## src/rtl/tinyalu_pkg.sv

```systemverilog
// Shared types and constants for the TinyALU responder.
package tinyalu_pkg;

    localparam int unsigned OPND_W              = 8;
    localparam int unsigned RES_W               = 16;
    localparam int unsigned OP_W                = 3;
    localparam int unsigned DEFAULT_MUL_LATENCY = 3;

    typedef enum logic [OP_W-1:0] {
        no_op  = 3'b000,
        add_op = 3'b001,
        and_op = 3'b010,
        xor_op = 3'b011,
        mul_op = 3'b100,
        rst_op = 3'b111
    } operation_t;

    typedef enum logic [1:0] {
        ST_IDLE,
        ST_SINGLE,
        ST_MULT,
        ST_RELEASE
    } alu_state_t;

    // Single-cycle datapath; opcodes outside add/and/xor yield zero.
    function automatic logic [RES_W-1:0] alu_single(input logic [OPND_W-1:0] a,
                                                    input logic [OPND_W-1:0] b,
                                                    input operation_t op);
        logic [RES_W-1:0] r;
        r = '0;
        case (op)
            add_op:  r = RES_W'(a) + RES_W'(b);
            and_op:  r = RES_W'(a & b);
            xor_op:  r = RES_W'(a ^ b);
            default: r = '0;
        endcase
        return r;
    endfunction

endpackage

```

## src/rtl/tinyalu_if.sv

```systemverilog
// Start/done command bus between the TinyALU initiator and responder.
interface tinyalu_if;
    import tinyalu_pkg::*;

    logic                  start;
    logic [OPND_W-1:0]     A;
    logic [OPND_W-1:0]     B;
    logic [OP_W-1:0]       op;
    logic                  done;
    logic [RES_W-1:0]      result;

    modport master (output start, output A, output B, output op,
                    input  done,  input  result);
    modport slave  (input  start, input  A, input  B, input  op,
                    output done,  output result);
endinterface

```

## src/rtl/tinyalu_mult.sv

```systemverilog
// 8x8 unsigned multiplier: operand stage plus MUL_LATENCY-1 product stages,
// with a parallel valid chain that flush clears.
module tinyalu_mult
    import tinyalu_pkg::*;
#(
    parameter int unsigned MUL_LATENCY = DEFAULT_MUL_LATENCY
) (
    input  logic                 clk,
    input  logic                 reset_n,
    input  logic                 flush,
    input  logic                 in_valid,
    input  logic [OPND_W-1:0]    a,
    input  logic [OPND_W-1:0]    b,
    output logic                 out_valid,
    output logic [RES_W-1:0]     p
);

    logic [OPND_W-1:0]      opa_q, opa_d;
    logic [OPND_W-1:0]      opb_q, opb_d;
    logic [RES_W-1:0]       prod_q [1:MUL_LATENCY-1];
    logic [RES_W-1:0]       prod_d [1:MUL_LATENCY-1];
    logic [MUL_LATENCY-1:0] vld_q, vld_d;

    always_comb begin
        opa_d = opa_q;
        opb_d = opb_q;
        if (in_valid) begin
            opa_d = a;
            opb_d = b;
        end
        prod_d[1] = RES_W'(opa_q) * RES_W'(opb_q);
        for (int k = 2; k < int'(MUL_LATENCY); k++) begin
            prod_d[k] = prod_q[k-1];
        end
        vld_d = flush ? '0 : {vld_q[MUL_LATENCY-2:0], in_valid};
    end

    always_ff @(posedge clk or negedge reset_n) begin
        if (!reset_n) begin
            opa_q <= '0;
            opb_q <= '0;
            vld_q <= '0;
            for (int k = 1; k < int'(MUL_LATENCY); k++) begin
                prod_q[k] <= '0;
            end
        end else begin
            opa_q <= opa_d;
            opb_q <= opb_d;
            vld_q <= vld_d;
            for (int k = 1; k < int'(MUL_LATENCY); k++) begin
                prod_q[k] <= prod_d[k];
            end
        end
    end

    assign out_valid = vld_q[MUL_LATENCY-1];
    assign p         = prod_q[MUL_LATENCY-1];

endmodule

```

## src/rtl/tinyalu_core.sv

```systemverilog
// TinyALU responder: captures a command on start, answers with result and a
// one-cycle done, then waits for start to drop before accepting the next one.
module tinyalu_core
    import tinyalu_pkg::*;
#(
    parameter int unsigned MUL_LATENCY = DEFAULT_MUL_LATENCY
) (
    input  logic       clk,
    input  logic       reset_n,
    tinyalu_if.slave   bus
);

    localparam int unsigned CNT_W = $clog2(MUL_LATENCY);

    alu_state_t         state_q, state_d;
    logic [CNT_W-1:0]   cnt_q, cnt_d;
    logic [OPND_W-1:0]  a_q, a_d;
    logic [OPND_W-1:0]  b_q, b_d;
    operation_t         op_q, op_d;
    logic               done_q, done_d;
    logic [RES_W-1:0]   result_q, result_d;
    logic               cap_c;
    logic               flush_c;
    logic               mul_valid_c;
    logic [RES_W-1:0]   mul_p_c;

    tinyalu_mult #(.MUL_LATENCY(MUL_LATENCY)) u_mult (
        .clk       (clk),
        .reset_n   (reset_n),
        .flush     (flush_c),
        .in_valid  (cap_c),
        .a         (bus.A),
        .b         (bus.B),
        .out_valid (mul_valid_c),
        .p         (mul_p_c)
    );

    // Next-state, capture and output logic.
    always_comb begin
        state_d  = state_q;
        cnt_d    = cnt_q;
        a_d      = a_q;
        b_d      = b_q;
        op_d     = op_q;
        done_d   = 1'b0;
        result_d = result_q;
        cap_c    = 1'b0;
        flush_c  = 1'b0;

        case (state_q)
            ST_IDLE: begin
                if (bus.start) begin
                    a_d   = bus.A;
                    b_d   = bus.B;
                    op_d  = operation_t'(bus.op);
                    cnt_d = '0;
                    case (operation_t'(bus.op))
                        add_op, and_op, xor_op: state_d = ST_SINGLE;
                        mul_op: begin
                            cap_c   = 1'b1;
                            state_d = ST_MULT;
                        end
                        default: state_d = ST_RELEASE;
                    endcase
                end
            end
            ST_SINGLE: begin
                if (!bus.start) begin
                    state_d = ST_IDLE;
                end else begin
                    result_d = alu_single(a_q, b_q, op_q);
                    done_d   = 1'b1;
                    state_d  = ST_RELEASE;
                end
            end
            ST_MULT: begin
                if (!bus.start) begin
                    flush_c = 1'b1;
                    state_d = ST_IDLE;
                end else if (cnt_q == CNT_W'(MUL_LATENCY - 1) && mul_valid_c) begin
                    result_d = mul_p_c;
                    done_d   = 1'b1;
                    state_d  = ST_RELEASE;
                end else begin
                    cnt_d = cnt_q + CNT_W'(1);
                end
            end
            ST_RELEASE: begin
                if (!bus.start) begin
                    state_d = ST_IDLE;
                end
            end
            default: state_d = ST_IDLE;
        endcase
    end

    always_ff @(posedge clk or negedge reset_n) begin
        if (!reset_n) begin
            state_q  <= ST_IDLE;
            cnt_q    <= '0;
            a_q      <= '0;
            b_q      <= '0;
            op_q     <= no_op;
            done_q   <= 1'b0;
            result_q <= '0;
        end else begin
            state_q  <= state_d;
            cnt_q    <= cnt_d;
            a_q      <= a_d;
            b_q      <= b_d;
            op_q     <= op_d;
            done_q   <= done_d;
            result_q <= result_d;
        end
    end

    assign bus.done   = done_q;
    assign bus.result = result_q;

endmodule

```

## src/flat_wrapper.sv

```systemverilog
// flat-port wrapper written by rule: the top's interface ports become plain ports
module tinyalu_core_flat import tinyalu_pkg::*;
#(
    parameter int unsigned MUL_LATENCY = DEFAULT_MUL_LATENCY
)
  (clk, reset_n, bus_start, bus_A, bus_B, bus_op, bus_done, bus_result);
  tinyalu_if bus_i ();
  input  logic clk;
  input  logic reset_n;
  input wire logic [$bits(bus_i.start)-1:0] bus_start;
  input wire logic [$bits(bus_i.A)-1:0] bus_A;
  input wire logic [$bits(bus_i.B)-1:0] bus_B;
  input wire logic [$bits(bus_i.op)-1:0] bus_op;
  output wire logic [$bits(bus_i.done)-1:0] bus_done;
  output wire logic [$bits(bus_i.result)-1:0] bus_result;
  assign bus_i.start = bus_start;
  assign bus_i.A = bus_A;
  assign bus_i.B = bus_B;
  assign bus_i.op = bus_op;
  assign bus_done = bus_i.done;
  assign bus_result = bus_i.result;
  tinyalu_core #(.MUL_LATENCY(MUL_LATENCY)) u_core (.clk(clk), .reset_n(reset_n), .bus(bus_i));
endmodule
```

## config.mk

```make
export PLATFORM = sky130hd
export DESIGN_NAME = tinyalu_core_flat
export DESIGN_NICKNAME = d
export VERILOG_FILES = /design/src/rtl/tinyalu_pkg.sv /design/src/rtl/tinyalu_if.sv /design/src/rtl/tinyalu_mult.sv /design/src/rtl/tinyalu_core.sv /design/src/flat_wrapper.sv
export SDC_FILE = /design/constraint.sdc
export NUM_CORES = 1
export LEC_CHECK = 0
export ABC_AREA = 1
export CORE_MARGIN = 4
export CORE_UTILIZATION = 69
export CTS_CLUSTER_SIZE = 40
export DETAILED_ROUTE_END_ITERATION = 6
export DONT_BUFFER_PORTS = 1
export GPL_TIMING_DRIVEN = 0
export PLACE_DENSITY = 0.85
export SYNTH_ARGS = -nofsm -noshare
export SYNTH_HDL_FRONTEND = slang
export SYNTH_SLANG_ARGS = --single-unit
```

## constraint.sdc

```tcl
create_clock -name clk -period 12 [get_ports clk]
set_input_delay 1.8 -clock clk [delete_from_list [all_inputs] [get_ports clk]]
set_output_delay 1.8 -clock clk [all_outputs]
set_load 0.005 [all_outputs]
```

==> flow_summary.toml, run 1 <==
[outcome]
status = "complete, no violations"

[drt]
ant_nets = 0
wirelength_mm = 12.4
drt-initial-drc-count = 308
vias = 4468
drc = 0
dr.pass1.iters = 6
vias_per_cell = 5.61
wl_per_cell_um = 15.5

[timing]
drv_slew = 0
fin_crit_sh = 0.376
skew_ps = 13.8
maxSlewHeadroom = 0.644
finalHoldViolations = 0
grt_setup_unrepaired = "false"
fin_crit_ps = 4510
timing.fmax_mhz = 222
tns_ps = 0
worst_slew_pin_slew_ps = 534
setup_viol = 0

[worst_setup_path]
critPathSlowestCell = "fa_1"
cpPeakStageDelay_ps = 560
cp.required_ps = 12230
critical_path.cell_chain = "clkbuf_1 > nand2_1 > inv_1 > fa_1 > fa_1 > fa_1 > inv_1 > fa_1 > inv_1 > ha_1 > a21oi_1 > o21ai_0 > a21oi_1 > o21ai_1 > xor2_1"
path_class = "reg -> reg"
arrival_ps = 4740
endpoint_kind = "flip-flop"
start_kind = "flip-flop"
crit_top_cell = "fa_1"
path_max_fanout = 9

[clock_network]
cts_max_path_buffers = 2
path_clk_slew_ps = 90
numCtsBuffers = 9
cts_tree = "done"
postCtsSetupRepairBufs = 0
cts.repair.resized = 0
htree_num_levels = 3
cts-root-buf = "clkbuf_8"
ctsHoldBuffers = 0
cts.sinks = 91
clk_latency_ps = 350

[layout]
fin_nets = 795
syn2layout_area_growth_pct = 5.63
n_fill_cell = 588
multi_input_area_um2 = 2990
final_core_utilization = 0.750
final_common_cell = "nand2_1"
final_cell_mix = "nand2_1 (194), inv_1 (124), dfrtp_1 (91)"
drive_gt1_frac = 0.0477
regArea_um2 = 2280
n_antenna_cell = 0

[global_routing]
grt_pass1_wl_mm = 22.0
grt_max_degree = 92
track_usage = 0.275
grt_remaining_overflow = 0
antenna_found_initial = 0
grt_pass1_vias = 4748

[yosys]
syn_area_um2 = 5860
async_flop_share = 1.00
synth_edf_count = 0
ys_seq_area_frac = 0.388
synth-seq-cells = 91
ys.warnings.count = 0
netlist-cell-type-count = 39
syn_nets = 784
avgSynthCellArea_um2 = 8.67
postSynthCellCount = 676
synth-main-ff-cell = "dfrtp_1"

[floorplan]
dieArea_um2 = 10000
initial_utilization = 0.710
rows = 33
io_pins = 39
die_h_um = 100
core_area_um2 = 8260
dieWidth_um = 100

[power]
cellPowerDensity_nw_per_um2 = 241
peakVddDrop_mv = 0.112
p_seq_frac = 0.320
p_sw_frac = 0.454
p_sw_mw = 0.676
clkPwrFrac = 0.141
leakage_nw = 3.59
p_int_mw = 0.814
p_comb_frac = 0.540

[placed_design]
place.gp.congestion = 0.963
dp_hpwl_mm = 9.43
place.port_buffers = 0

[job]
maxCapViolations = 0

[hold_path]
hold_class = "reg -> reg"
-- Yosys cell counts (3+ instances only) --
library cell	n	area (µm²)
a21oi_1	25	125
a22oi_1	5	37.5
a2bb2oi_1	4	35.0
a32o_1	7	70.1
buf_2	4	20.0
clkbuf_1	20	75.1
dfrtp_1	91	2280
fa_1	37	741
ha_1	49	613
inv_1	124	465
inv_2	6	22.5
nand2_1	194	728
nand3_1	16	80.1
nor2_1	17	63.8
o21ai_0	19	95.1
o21ai_1	14	70.1
or2_1	3	18.8
xnor2_1	5	43.8
xor2_1	7	61.3
-- power groups by stage --
| stage | logic [mW] | clock network (mW) | registers [mW] |
|---|---|---|---|
| floorplan | 0.613 | 0 | 0.463 |
| global placement | 0.751 | 0 | 0.476 |
| detailed placement | 0.793 | 0 | 0.482 |
| CTS | 0.804 | 0.212 | 0.476 |
| global route | 0.926 | 0.226 | 0.487 |
| finish | 0.804 | 0.210 | 0.476 |
-- routing by layer --
layer  up-vias  routed length (µm)  GRT usage
li1       2109                   -          -
met1      2182                4910      0.345
met2       145                6480      0.484
met3        32                 610     0.0403
met4         0                 358      0.102
met5         -                   0          0
-- final cells by class --
type | count | share of cell area
well taps | 105 | 0.0212
flip-flops and latches | 91 | 0.368
multi-input cells | 429 | 0.483
clock buffers | 10 | 0.0206
clock inverters | 6 | 0.0115
inverters | 131 | 0.0794
plain buffers | 25 | 0.0166
-- worst max-delay path: cells and delay by family, from the launching register on --
| family | cells | cell delay [ps] |
|---|---|---|
| AOI/OAI and AO/OA | 4 | 770 |
| xor gates and xnor gates | 1 | 170 |
| adders and majority gates | 5 | 2410 |
| buffers and inverters | 4 | 610 |
| DFF | 1 | 340 |
| and+or+nand+nor | 1 | 100 |
-- logic make-up after synthesis --
kind of cell	synth area share
AOI/OAI and AO/OA	0.0973
xor gates and xnor gates	0.0179
adders and majority gates	0.231
and+or+nand+nor	0.164
DFF	0.388
buffers and inverters	0.101
-- registers in the layout, summed over array words and instances, names as in the netlist --
register              count
u_core.u_mult.p          16
u_core.u_mult.vld_q       3
u_core.cnt_q              2
u_core.u_mult.opb_q       8
u_core.bus.done           1
u_core.a_q                8
u_core.b_q                8
u_core.u_mult.opa_q       8
u_core.bus.result        16
u_core.op_q               3
u_core.state_q            2
u_core.u_mult.prod_d     16
-- per-stage QoR --
stage               hold slack, ps  setup slack (ps)  instances  power, mW  area (µm²)
CTS                            354              7530        797       1.49        6190
global placement               335              7670        781       1.23        5990
finish                         351              7490        797       1.49        6190
detailed placement             335              7560        781       1.28        5990
floorplan                      331              8070        676       1.08        5860
global route                   366              7240        797       1.64        6190
-- worst paths after layout --
check | start | endpoint | slack [ps] | depth (start not counted)
worst max register to register | u_core.u_mult.opa_q[2] | u_core.u_mult.prod_d[15] | 7490 | 15
worst max-delay path | u_core.u_mult.opa_q[2] | u_core.u_mult.prod_d[15] | 7490 | 15
min in group asynchronous | reset_n | u_core.b_q[6] | 1130 | 0
max in group asynchronous | reset_n | u_core.u_mult.prod_d[12] | 10730 | 0
worst min register to register | u_core.u_mult.prod_d[10] | u_core.u_mult.p[10] | 350 | 0
worst min-delay path | u_core.u_mult.prod_d[10] | u_core.u_mult.p[10] | 350 | 0
No activity file was read; power rests on OpenSTA's default activity.
==> run 2: changes to the inputs <==
CORE_UTILIZATION = 58   (was 69)
PLACE_DENSITY = 0.76   (was 0.85)
clock period = 3.7 ns   (was 12 ns; I/O delays follow)
==> flow_summary.toml, run 2 (synthesized netlist as in run 1, its figures left out) <==
[clock_network]
htree_num_levels = 3
cts.sinks = 91
numCtsBuffers = 9
cts-root-buf = "clkbuf_8"
cts_tree = "done"
path_clk_slew_ps = 100
cts_max_path_buffers = 2
clk_latency_ps = 370

[hold_path]
hold_class = "in -> async"

[global_routing]
grt_pass1_wl_mm = 22.6
antenna_found_initial = 0
grt_remaining_overflow = 0
grt_pass1_vias = 4803
grt_max_degree = 92
track_usage = 0.248

[power]
peakVddDrop_mv = 0.536
p_sw_frac = 0.461
leakage_nw = 3.75
cellPowerDensity_nw_per_um2 = 827
p_int_mw = 2.99
p_comb_frac = 0.583
p_seq_frac = 0.301
p_sw_mw = 2.56
clkPwrFrac = 0.116

[timing]
timing.fmax_mhz = 265
maxSlewHeadroom = 0.649
setup_ws_ps = -78.9
tns_ps = -233
fin_crit_ps = 3780
setup_viol = 5
grt_setup_unrepaired = "true"
skew_ps = 13.3
worst_slew_pin_slew_ps = 527
finalHoldViolations = 0
fin_crit_sh = 1.02
drv_slew = 0

[worst_setup_path]
rrSetupSlack_ps = -80
crit_family = "adder cells"
crit_top_cell = "fa_1"
rr_startpoint = "u_core.u_mult.opb_q[2]"
reg2reg_depth = 15
arrival_ps = 4030
endpoint_kind = "flip-flop"
path_max_fanout = 5
start_kind = "flip-flop"
path_class = "reg -> reg"
critPathBufInv = 4
cp.required_ps = 3950
cpPeakStageDelay_ps = 550
critical_path.cell_chain = "buf_4 > nand2_1 > fa_1 > inv_1 > fa_1 > inv_1 > fa_1 > fa_1 > inv_1 > ha_4 > a21oi_4 > o21ai_4 > a21oi_4 > o21ai_2 > xor2_1"
critPathSlowestCell = "fa_1"
worst_r2r_endpoint = "u_core.u_mult.prod_d[15]"

[outcome]
violations = "setup timing"
status = "finished with violations"

[drt]
ant_nets = 0
drc = 0
vias = 4557
wl_per_cell_um = 16.4
wirelength_mm = 13.7
dr.pass1.iters = 5
vias_per_cell = 5.43
drt-initial-drc-count = 378

[placed_design]
place_area_um2 = 6090
place.gp.congestion = 0.873
place_ws_ps = -338
place.port_buffers = 0
dp_hpwl_mm = 9.32
placed_cells = 809

[layout]
final_core_utilization = 0.683
instances_no_fill = 839
fin_nets = 809
syn2layout_area_growth_pct = 14.4
fin_area_um2 = 6710
n_antenna_cell = 0
final_cell_mix = "nand2_1 (188), inv_1 (118), dfrtp_1 (78)"
final_common_cell = "nand2_1"
drive_gt1_frac = 0.171

[floorplan]
die_h_um = 109
dieArea_um2 = 11800
core_area_um2 = 9820
rows = 36
dieWidth_um = 109
io_pins = 39
initial_utilization = 0.597

[job]
maxCapViolations = 0
[run 2: cell types whose count changed in the layout (fill, tap and decap cells not counted), moves of 7 or more]
cell	delta
dfrtp_1	-13
dfrtp_2	+13
a21oi_1	-12
clkbuf_1	-15
ha_4	+7
buf_4	+24
ha_1	-7
[run 2: cell type report]
class,instances,area (µm²)
plain buffers,12,57.6
repair buffers,27,239
clock buffers,10,138
inverters,131,492
clock inverters,6,47.5
well taps,133,166
fillers,802,3110
multi-input cells,429,3280
flip-flops and latches,91,2290
[run 2: worst max-delay path by stage]
stage	slack [ps]	start	cells after the start	endpoint
floorplan	-20	u_core.u_mult.opb_q[7]	15	u_core.u_mult.prod_d[15]
global placement	-320	u_core.u_mult.opb_q[2]	15	u_core.u_mult.prod_d[15]
detailed placement	-340	u_core.u_mult.opb_q[2]	15	u_core.u_mult.prod_d[15]
CTS	-20	u_core.u_mult.opa_q[4]	15	u_core.u_mult.prod_d[15]
global route	-220	u_core.u_mult.opb_q[2]	15	u_core.u_mult.prod_d[15]
finish	-80	u_core.u_mult.opb_q[2]	15	u_core.u_mult.prod_d[15]
[run 2: per-layer routing]
layer | part of all wire | track usage | up-vias
met1 | 0.39 | 0.298 | 2235
met3 | 0.046 | 0.0400 | 44
met2 | 0.53 | 0.440 | 135
met5 | 0 | 0 | -
li1 | - | - | 2143
met4 | 0.031 | 0.107 | 0
[run 2: metrics by stage]
step                      hold slack (ps)  total power, mW
after floorplan                       259             3.60
after global placement                263             4.14
after detailed placement              263             4.24
after CTS                            97.1             5.33
after global routing                  123             6.01
final                                73.0             5.55
[run 2: worst register-to-register path, cell delays in order, from the launching register on]
cell	delay (ps)
dfrtp_2	470
buf_4	160
nand2_1	70
fa_1	160
inv_1	50
fa_1	550
inv_1	70
fa_1	510
fa_1	540
inv_1	60
ha_4	280
a21oi_4	210
o21ai_4	110
a21oi_4	210
o21ai_2	70
xor2_1	160
[run 2: power by group through the flow]
stage          combinational, mW  sequential [mW]  clock, mW
6_report                    3.23             1.67      0.641
5_1_grt                     3.61             1.72      0.685
4_1_cts                     3.03             1.66      0.646
3_5_place_dp                2.68             1.56          0
3_3_place_gp                2.59             1.55          0
2_1_floorplan               2.10             1.50          0
[run 2: repair_timing]
| item | 4_1_cts | 5_1_grt |
|---|---|---|
| setup buffers | 25 | 1 |
| pin swaps | 26 | 5 |
| endpoints found under the hold margin | 91 | 0 |
| hold buffers | 1 | 0 |
| cloned | 0 | 0 |
| resized for setup | 54 | 19 |
| setup endpoints to repair | 8 | 8 |
